<file path="src/rtl/event_player.sv">
// event_player: replays timestamped samples onto output pins against a
// prescaled time base. Records arrive on a valid/ready stream; each record is
// held until the time base reaches its timestamp, then its data word is driven.
module event_player #(
  parameter int TIME_LENGTH = 24,
  parameter int DATA_WIDTH  = 8
) (
  input  logic                   i_clk,
  input  logic                   i_rst_n,
  input  logic [31:0]            i_prescaler,
  input  logic                   i_run,
  input  logic                   i_rec_valid,
  output logic                   o_rec_ready,
  input  logic [TIME_LENGTH-1:0] i_rec_time,
  input  logic [DATA_WIDTH-1:0]  i_rec_data,
  input  logic                   i_rec_last,
  output logic [DATA_WIDTH-1:0]  o_data,
  output logic [TIME_LENGTH-1:0] o_time,
  output logic                   o_busy,
  output logic                   o_done,
  output logic                   o_late
);

  typedef enum logic [1:0] {IDLE, FETCH, WAIT, DONE} state_t;

  typedef struct packed {
    logic [TIME_LENGTH-1:0] tstamp;
    logic [DATA_WIDTH-1:0]  data;
    logic                   last;
  } rec_t;

  state_t      state, state_nx;
  rec_t        hold;
  logic [31:0] pcnt;
  logic        accept, apply, due, tb_run, start;

  // Time base only advances while a pattern is actively being played.
  assign tb_run = (state == FETCH) || (state == WAIT);
  // Unsigned compare against the registered time: a tick on the apply edge
  // is not seen until the following cycle.
  assign due    = (o_time >= hold.tstamp);
  assign start  = (state == IDLE) && i_run;

  // State register.
  always_ff @(posedge i_clk or negedge i_rst_n) begin
    if (!i_rst_n) state <= IDLE;
    else          state <= state_nx;
  end

  // Next-state logic; dropping i_run aborts from any active state.
  always_comb begin
    state_nx = state;
    accept   = 1'b0;
    apply    = 1'b0;
    case (state)
      IDLE:  if (i_run) state_nx = FETCH;
      FETCH: begin
        if (!i_run) state_nx = IDLE;
        else if (i_rec_valid && o_rec_ready) begin
          accept   = 1'b1;
          state_nx = WAIT;
        end
      end
      WAIT: begin
        if (!i_run) state_nx = IDLE;
        else if (due) begin
          apply    = 1'b1;
          state_nx = hold.last ? DONE : FETCH;
        end
      end
      DONE:    if (!i_run) state_nx = IDLE;
      default: state_nx = IDLE;
    endcase
  end

  // Prescaler and time base: cleared whenever run is low, frozen in DONE.
  always_ff @(posedge i_clk or negedge i_rst_n) begin
    if (!i_rst_n) begin
      pcnt   <= '0;
      o_time <= '0;
    end else if (!i_run) begin
      pcnt   <= '0;
      o_time <= '0;
    end else if (tb_run) begin
      if (pcnt >= i_prescaler) begin
        pcnt   <= '0;
        o_time <= o_time + TIME_LENGTH'(1);
      end else begin
        pcnt   <= pcnt + 32'd1;
      end
    end
  end

  // Hold register: captured on accept, dropped when the player goes idle.
  always_ff @(posedge i_clk or negedge i_rst_n) begin
    if (!i_rst_n) begin
      hold <= '0;
    end else if (accept) begin
      hold.tstamp <= i_rec_time;
      hold.data   <= i_rec_data;
      hold.last   <= i_rec_last;
    end else if (state_nx == IDLE) begin
      hold <= '0;
    end
  end

  // Output pins and sticky lateness; o_data survives abort on purpose so the
  // pins do not glitch when playback is stopped.
  always_ff @(posedge i_clk or negedge i_rst_n) begin
    if (!i_rst_n) begin
      o_data <= '0;
      o_late <= 1'b0;
    end else begin
      if (start) o_late <= 1'b0;
      if (apply) begin
        o_data <= hold.data;
        if (o_time != hold.tstamp) o_late <= 1'b1;
      end
    end
  end

  // Registered state decodes for handshake and status.
  always_ff @(posedge i_clk or negedge i_rst_n) begin
    if (!i_rst_n) begin
      o_rec_ready <= 1'b0;
      o_busy      <= 1'b0;
      o_done      <= 1'b0;
    end else begin
      o_rec_ready <= (state_nx == FETCH);
      o_busy      <= (state_nx == FETCH) || (state_nx == WAIT);
      o_done      <= (state_nx == DONE);
    end
  end

endmodule

</file>
<file path="config.mk">
export PLATFORM = sky130hd
export DESIGN_NAME = event_player
export DESIGN_NICKNAME = d
export VERILOG_FILES = /design/src/rtl/event_player.sv
export SDC_FILE = /design/constraint.sdc
export NUM_CORES = 1
export LEC_CHECK = 0
export CORE_ASPECT_RATIO = 1.1
export CORE_MARGIN = 1.5
export CORE_UTILIZATION = 40
export DETAILED_ROUTE_END_ITERATION = 10
export GPL_ROUTABILITY_DRIVEN = 0
export SYNTH_ARGS = -nofsm -noshare
export SYNTH_HDL_FRONTEND = slang
export SYNTH_SLANG_ARGS = --single-unit
</file>
<file path="constraint.sdc">
create_clock -name i_clk -period 6.24 [get_ports i_clk]
set_input_delay 0.624 -clock i_clk [delete_from_list [all_inputs] [get_ports i_clk]]
set_output_delay 0.624 -clock i_clk [all_outputs]
set_load 0.01 [all_outputs]
</file>
* Yosys cells after proc, flatten, opt, wreduce, memory -nomap -nowiden
Cells that the tools add are included.
** Storage, ports and cells
- Word-level logic and storage cells :: 57
- Bits in registers :: 103
** Cells by class
- Reductions and logical operators :: 8
- Equality and inequality tests :: 9
- $lt $le $gt $ge :: 2
- Mux-type cells :: 25
- $add $sub $neg :: 2
** Operators by type and width (number)
- $mux W32 :: 3
- $mux W24 :: 3
- $mux W33 :: 2
- $add A32 B1 Y32 const B :: 1
- $ge A32 B32 Y1 :: 1
- $add A24 B1 Y24 const B :: 1
- $ge A24 B24 Y1 :: 1
- $ne A24 B24 Y1 :: 1
- $mux W2 :: 7
- $mux W1 :: 9
- $eq A2 B2 Y1 const B :: 4
- $pmux W2 S4 :: 1
- $eq A2 B1 Y1 const B :: 2
- $logic_not A2 Y1 :: 2
- $ne A2 B1 Y1 const B :: 2
- $logic_and A1 B1 Y1 :: 2
- $logic_or A1 B1 Y1 :: 2
- $reduce_and A2 Y1 :: 1
- $reduce_bool A2 Y1 :: 1

* Depth between registers and ports, before layout
Gate-level depths: netlist of run 1.
- Depth after elaboration :: 7
- Mapped depth :: 13
- Depth with buffers taken out :: 12

* Worst setup path after synthesis of run 1
Ideal clock, no wire load.
- Path type :: register to register
- From :: register o_time[0]
- To :: register hold[9] in the netlist's numbering
- Data arrival time :: 2.727 ns
- Setup slack :: 3.379 ns
- Required time :: 6.106 ns
- Clock period less this slack :: 2.861 ns
- Path buffers :: 1
- Cell stages (with the launch flop) :: 14
- Cell sequence :: dfrtp_1 -> inv_1 -> ha_1 -> a31oi_1 -> nor2b_1 -> o31ai_1 -> nand4_1 -> a211oi_1 -> mux2i_1 -> a221oi_1 -> ha_1 -> clkbuf_1 -> nand2b_1 -> o21ai_0
** On the way
- Word-level cells in the longest chain between the ends :: 6
** Ends and longest elaborated chain
- start: declaration :: line 18 : output logic [TIME_LENGTH-1:0] o_time,
- start signal: assignment :: line 87 : o_time <= o_time + TIME_LENGTH'(1);
- $ge A24 B24 Y1 :: line 41 : assign due = (o_time >= hold.tstamp);
- $mux W2 :: line 66 : else if (due) begin
- $mux W2 :: line 65 : if (!i_run) state_nx = IDLE;
- $pmux W2 S4 :: line 55 : case (state)
- $logic_not A2 Y1 :: line 102 : end else if (state_nx == IDLE) begin
- $reduce_bool A2 Y1 (no source line)
- end: declaration :: line 33 : rec_t hold;
No other way between the ends.
A chain may end at the register's enable or synchronous reset.

* Final worst setup path of run 1
- From :: register o_time[0]
- To :: register hold[1] in the netlist's numbering
Same word-level chain as after synthesis.

==> run metrics, run 1 <==
Post-Synth XOR/XNOR Area=4.14%; status=complete, no violations; Yosys Warn Count=0; Switching Power=about 0.00067 W; Final Hold Fails=0; RSZ-0062 raised after global routing=no; area delta synth->final=23.8%; GRT Util Overall=around a fifth; routed len/inst=16.0 um; Pint=0.00133 W; largest area contributor in the netlist=dfrtp_1; critical path data arrival time=~4.2 ns; FP Rows=48; H-tree depth=3; Post-Synth Adder-Cell Area=13.0%; Gate power share=between 20% and 30%; final wirelength=15800 um; I/O pin count=approximately 110; nature of the critical path endpoint=flip-flop; number of flops mapped to enable cells by yosys=0; fin nets=around 920; Via density=5.34; fmax=251 MHz; vias in the first global route=~5.3k; critical path peak fanout=33; post-synthesis cell count=~690; synth unique cells=57; DR iter-0 viols=325; # diodes=0; switching share of power=between 30% and 40%; sequential share of power=roughly two fifths; dpl hpwl=around 12000 um; Synth area leaders=dfrtp_1 (41%), ha_1 (13%), nand2_1 (5.1%); CTS tree=yes; PnR worst setup slack=~2.3 ns; clock share of power=31.5%; critical setup path kind=reg -> reg; detailed-route via count=5257; Worst-path clk slew=0.08 ns; share of cells above drive strength 1=under 10%; mux cell area share after synthesis=about 2.7%; Die ar.=around 17000 um2; Slew headroom=between 20% and 30%; starting density of the core=around two fifths; Setup TNS=0 ns; final slew viol count=0; Final min period=around 4.0 ns; Crit-path slowest cell=ha_1; HP Class=in -> async; post-synthesis sequential area ratio=around 41%; CP max stage delay=roughly 1.0 ns; largest net degree at the start of global routing=69; DRC violations left=0; Die Height=135 um; Num CTS Buffers=9; first-pass GRT wire length=~26000 um; syn avg cell area=9.27 um2; Horiz. Die Dim=approximately 120 um; Setup Skew=between 0.015 and 0.02 ns; Post-Syn Nets=between 800 and 900; fraction of registers with async set/reset=100%; simple logic cell fraction of the synthesized area=20.0%; Post-CTS Hold Buffers=0; # Post-CTS Setup Buffers=0; Synth Register Bits=about 100; port bufs=104; Leak=roughly 3.6 nW; dpl ws=between 2 and 2.5 ns; most common library cells after synthesis=dfrtp_1 (103), nand2_1 (87), ha_1 (66), inv_1 (66), nor2_1 (46); Synth top area share=between 40% and 50%; Worst Tran Pin Value=around 1.2 ns; CTS root buffer=clkbuf_16; antenna violations before repair=0; Core Box Area=15600 um2; Startpoint Class=flip-flop; most frequent cell after synthesis=dfrtp_1; PD cells=254 nW/um2; worst path required time=about 6.5 ns; cell mode on critical path=ha_1; Clock Tree Buf Depth=2; largest family of logic cells by synthesized area=simple AND/OR/NAND/NOR gates; Post-CTS Resized=0; hold slack=0.284 ns; Max Cap Violations=0; gr ovfl total=0; critical path, cell by cell=inv_1 -> ha_1 -> a31oi_1 -> nor2b_1 -> o31ai_1 -> nand4_1 -> a211oi_1 -> mux2i_1 -> a221oi_1 -> ha_1 -> nand2b_1 -> o21ai_0; Synth Area in Compound Gates=13.6%; clock sink count=just over 100; drt first pass iters=4; Max VDD drop=between 0.0001 and 0.00015 V; Synth Flop Type=dfrtp_1; Routed Antenna Nets=0; period utilization=63.9%; clk_lat worst skew=~0.36 ns; Final setup viols=0; Synth Cell Area=roughly 6300 um2
metal layers:
layer | track usage, % | wire (um) | vias to the layer above
met4 | 7.02 | 301 | 0
met1 | 25.5 | 7230 | 2554
li1 | - | - | 2574
met5 | 0 | 0 | -
met2 | 33.8 | 7680 | 111
met3 | 2.90 | 597 | 18
power groups by stage:
stage	sequential [W]	combinational (W)	clock, W
global route	0.000787	0.000662	0.000666
global placement	0.000790	0.000574	0
floorplan	0.000789	0.000374	0
CTS	0.000779	0.000597	0.000638
detailed placement	0.000791	0.000595	0
finish	0.000778	0.000589	0.000627
placed cells by master (no fill, tap or decap), drive strengths merged, types with 7 or more instances in the layout:
master,synthesis,final
and3,16,16
nor3,8,8
clkdlybuf4s50,0,103
or3,7,7
mux2,8,8
a21oi,34,34
xnor2,9,9
o21ai,35,35
xor2,21,21
dfrtp,103,103
nor2,47,47
nand2b,20,20
nand4,17,17
nand3,28,28
o31ai,29,29
clkbuf,12,11
mux2i,8,8
nand2,88,88
ha,66,66
inv,66,69
state kept, by name, indices dropped and copies added, names as in the netlist:
name	cells
hold	33
pcnt	32
o_time	24
o_data	8
state	2
o_busy	1
o_done	1
o_late	1
o_rec_ready	1
critical path: cells and delay by family, from the launching register on:
family / cells / cell delay (ns)
buffers and inverters: 1 / 0.07
multiplexers: 1 / 0.19
flip-flops: 1 / 0.44
AND/OR/NAND/NOR: 3 / 0.44
adder cells (fa/ha/maj): 2 / 1.32
AO/OA/AOI/OAI: 5 / 1.39
per-stage QoR:
stage	instances	total power (W)	utilization [%]	cell area (um2)
final	985	0.00199	50.3	7860
after global routing	985	0.00212	50.3	7860
after CTS	985	0.00201	50.3	7860
after detailed placement	969	0.00139	48.3	7540
after global placement	969	0.00136	48.3	7540
after floorplan	685	0.00116	-	6350
worst paths after layout:
check / slack (ns) / endpoint / cells after the start / start
worst max-delay path: 2.25 / hold[1] / 12 / o_time[0]
worst min-delay path: 0.28 / hold[26] / 1 / i_rst_n
worst max register to register: 2.25 / hold[1] / 12 / o_time[0]
worst min register to register: 0.51 / o_data[1] / 1 / o_data[1]
max in group asynchronous: 4.79 / o_time[20] / 2 / i_rst_n
min in group i_clk: 0.51 / o_data[1] / 1 / o_data[1]
cell type report:
class	instances	area, um2
tap	200	250
clock inverter	5	86.3
inverter	66	248
clock buffer	11	233
fill	1435	7760
timing repair buffer	107	1060
multi-input combinational	493	3400
sequential	103	2580
cell families (layout without fill, tap and decap cells):
family	Yosys count	in the layout
AND/OR/NAND/NOR	254	254
flip-flops	103	103
buffers and inverters	89	189
XOR/XNOR	30	30
AO/OA/AOI/OAI	127	127
adder cells (fa/ha/maj)	66	66
multiplexers	16	16
(Power assumes the default switching activity.)
==> run 2, diff against run 1 <==
==> constraint.sdc (replaced) <==
create_clock -name i_clk -period 3.7 [get_ports i_clk]
set_input_delay 0.37 -clock i_clk [delete_from_list [all_inputs] [get_ports i_clk]]
set_output_delay 0.37 -clock i_clk [all_outputs]
set_load 0.01 [all_outputs]
==> run metrics, run 2 (synthesis gave the netlist of run 1 again) <==
fmax=~300 MHz; Worst Tran Pin Value=around 1.1 ns; Non-Filler Instances=around 990; vias in the first global route=around 5.2k; share of cells above drive strength 1=between 7 and 8%; final wirelength=around 15000 um; CP max stage delay=~0.45 ns; Num CTS Buffers=9; switching share of power=32.2%; clock sink count=just over 100; area delta synth->final=25.4%; Core Box Area=approximately 16000 um2; HP Class=in -> async; Pint=about 0.0023 W; Post-DP Area=between 7000 and 8000 um2; starting density of the core=40.7%; Largest register FFs=33; detailed-route via count=~5.2k; Routed Antenna Nets=0; clk_lat worst skew=between 0.3 and 0.4 ns; I/O pin count=~110; DRC violations left=0; RSZ-0062 raised after global routing=no; Clock Tree Buf Depth=2; fin nets=approximately 920; critical path data arrival time=around 3.5 ns; Switching Power=0.00110 W; dpl hpwl=11400 um; first-pass GRT wire length=between 20000 and 30000 um; commonest cells after routing, fill and taps aside=dfrtp_1 (103), clkdlybuf4s50_1 (103), nand2_1 (87); largest net degree at the start of global routing=87; GRT Util Overall=19.3%; Post-CTS Hold Buffers=0; Gate power share=29.8%; CTS root buffer=clkbuf_16; CTS tree=yes; # diodes=0; Placed Cells incl. Taps=approximately 1000; gr ovfl total=0; clock share of power=approximately a third; nature of the critical path endpoint=flip-flop; DR iter-0 viols=230; routed len/inst=about 16 um; Final min period=between 3 and 4 ns; hold slack=~0.23 ns; Horiz. Die Dim=around 120 um; sequential share of power=38.2%; Startpoint Class=flip-flop; H-tree depth=3; Setup Skew=0.0118 ns; Final setup viols=0; fin area=~8000 um2; Max VDD drop=0.000226 V; Final Hold Fails=0; Worst-path clk slew=0.07 ns; Die Height=between 100 and 150 um; Crit-path slowest cell=dfrtp_1; Via density=roughly 5.3; critical setup path kind=reg -> reg; Die ar.=between 15000 and 20000 um2; drt first pass iters=4; Largest Register=hold; period utilization=between 90% and 100%; status=complete, no violations; PD cells=about 430 nW/um2; antenna violations before repair=0; cell mode on critical path=ha_1; Regs by FF count=hold x33, pcnt x32, o_time x24; critical path, cell by cell=ha_1 -> a31oi_1 -> nor2b_1 -> o31ai_1 -> nand4_1 -> a211oi_2 -> mux2i_1 -> a221oi_1 -> ha_1 -> buf_12 -> nand2b_1 -> o21ai_0; Leak=~3.6 nW; Slew headroom=approximately a quarter; Max Cap Violations=0; R2R setup slack=between 0.3 and 0.4 ns; final slew viol count=0; Layout fillers=about 1.5k; FP Rows=48; port bufs=~100; Setup TNS=0 ns; worst path required time=3.90 ns; critical path peak fanout=33
-- run 2: metal layers --
metal | vias up | global-route usage [%] | part of all wire (%)
met5 | - | 0 | 0
met3 | 13 | 3.45 | 3.7
li1 | 2589 | - | -
met2 | 94 | 33.0 | 49
met4 | 0 | 6.07 | 1.4
met1 | 2532 | 24.9 | 46
-- run 2: cell type report --
cell class | instances | area, um2 | area share, %
Multi-Input combinational cell | 493 | 3410 | 42.8
Clock buffer | 10 | 229 | 2.88
Tap cell | 200 | 250 | 3.14
Inverter | 66 | 248 | 3.11
Sequential cell | 103 | 2580 | 32.4
Timing Repair Buffer | 116 | 1140 | 14.3
Clock inverter | 6 | 109 | 1.37
-- run 2: path summary, 6_finish.rpt --
| kind | start | endpoint | cells past startpoint |
|---|---|---|---|
| max | o_time[1] | hold[8] | 12 |
| min | i_rst_n | hold[26] | 1 |
| max reg2reg | o_time[1] | hold[8] | 12 |
| min reg2reg | hold[8] | o_data[7] | 1 |
| max in group asynchronous | i_rst_n | pcnt[30] | 2 |
| min in group i_clk | hold[8] | o_data[7] | 1 |
-- run 2: timing repair --
item                       in CTS  in global routing
setup buffers                   0                  0
gates resized for setup         0                  1
setup endpoints to repair       0                 13
-- run 2: power groups by stage --
stage | clock (W) | combinational, W | sequential, W
global placement | 0 | 0.00100 | 0.00133
global route | 0.00115 | 0.00115 | 0.00133
detailed placement | 0 | 0.00103 | 0.00133
floorplan | 0 | 0.000630 | 0.00133
finish | 0.00110 | 0.00102 | 0.00131
CTS | 0.00112 | 0.00103 | 0.00131
-- run 2: critical path, delay by kind of cell, from the launching register on --
family                     cells  cell delay (ns)
adders and majority gates      2             0.63
buffers and inverters          1             0.19
AOI/OAI and AO/OA              5             1.34
and+or+nand+nor                3             0.42
DFF                            1             0.45
muxes                          1             0.15
-- run 2: metrics by stage --
step	worst slack [ns]	total power, W	utilization [%]
after global routing	0.107	0.00364	51.0
final	0.362	0.00343	51.0
after global placement	0.212	0.00233	48.8
after CTS	0.0933	0.00347	51.0
after floorplan	0.839	0.00196	-
after detailed placement	0.104	0.00236	48.8
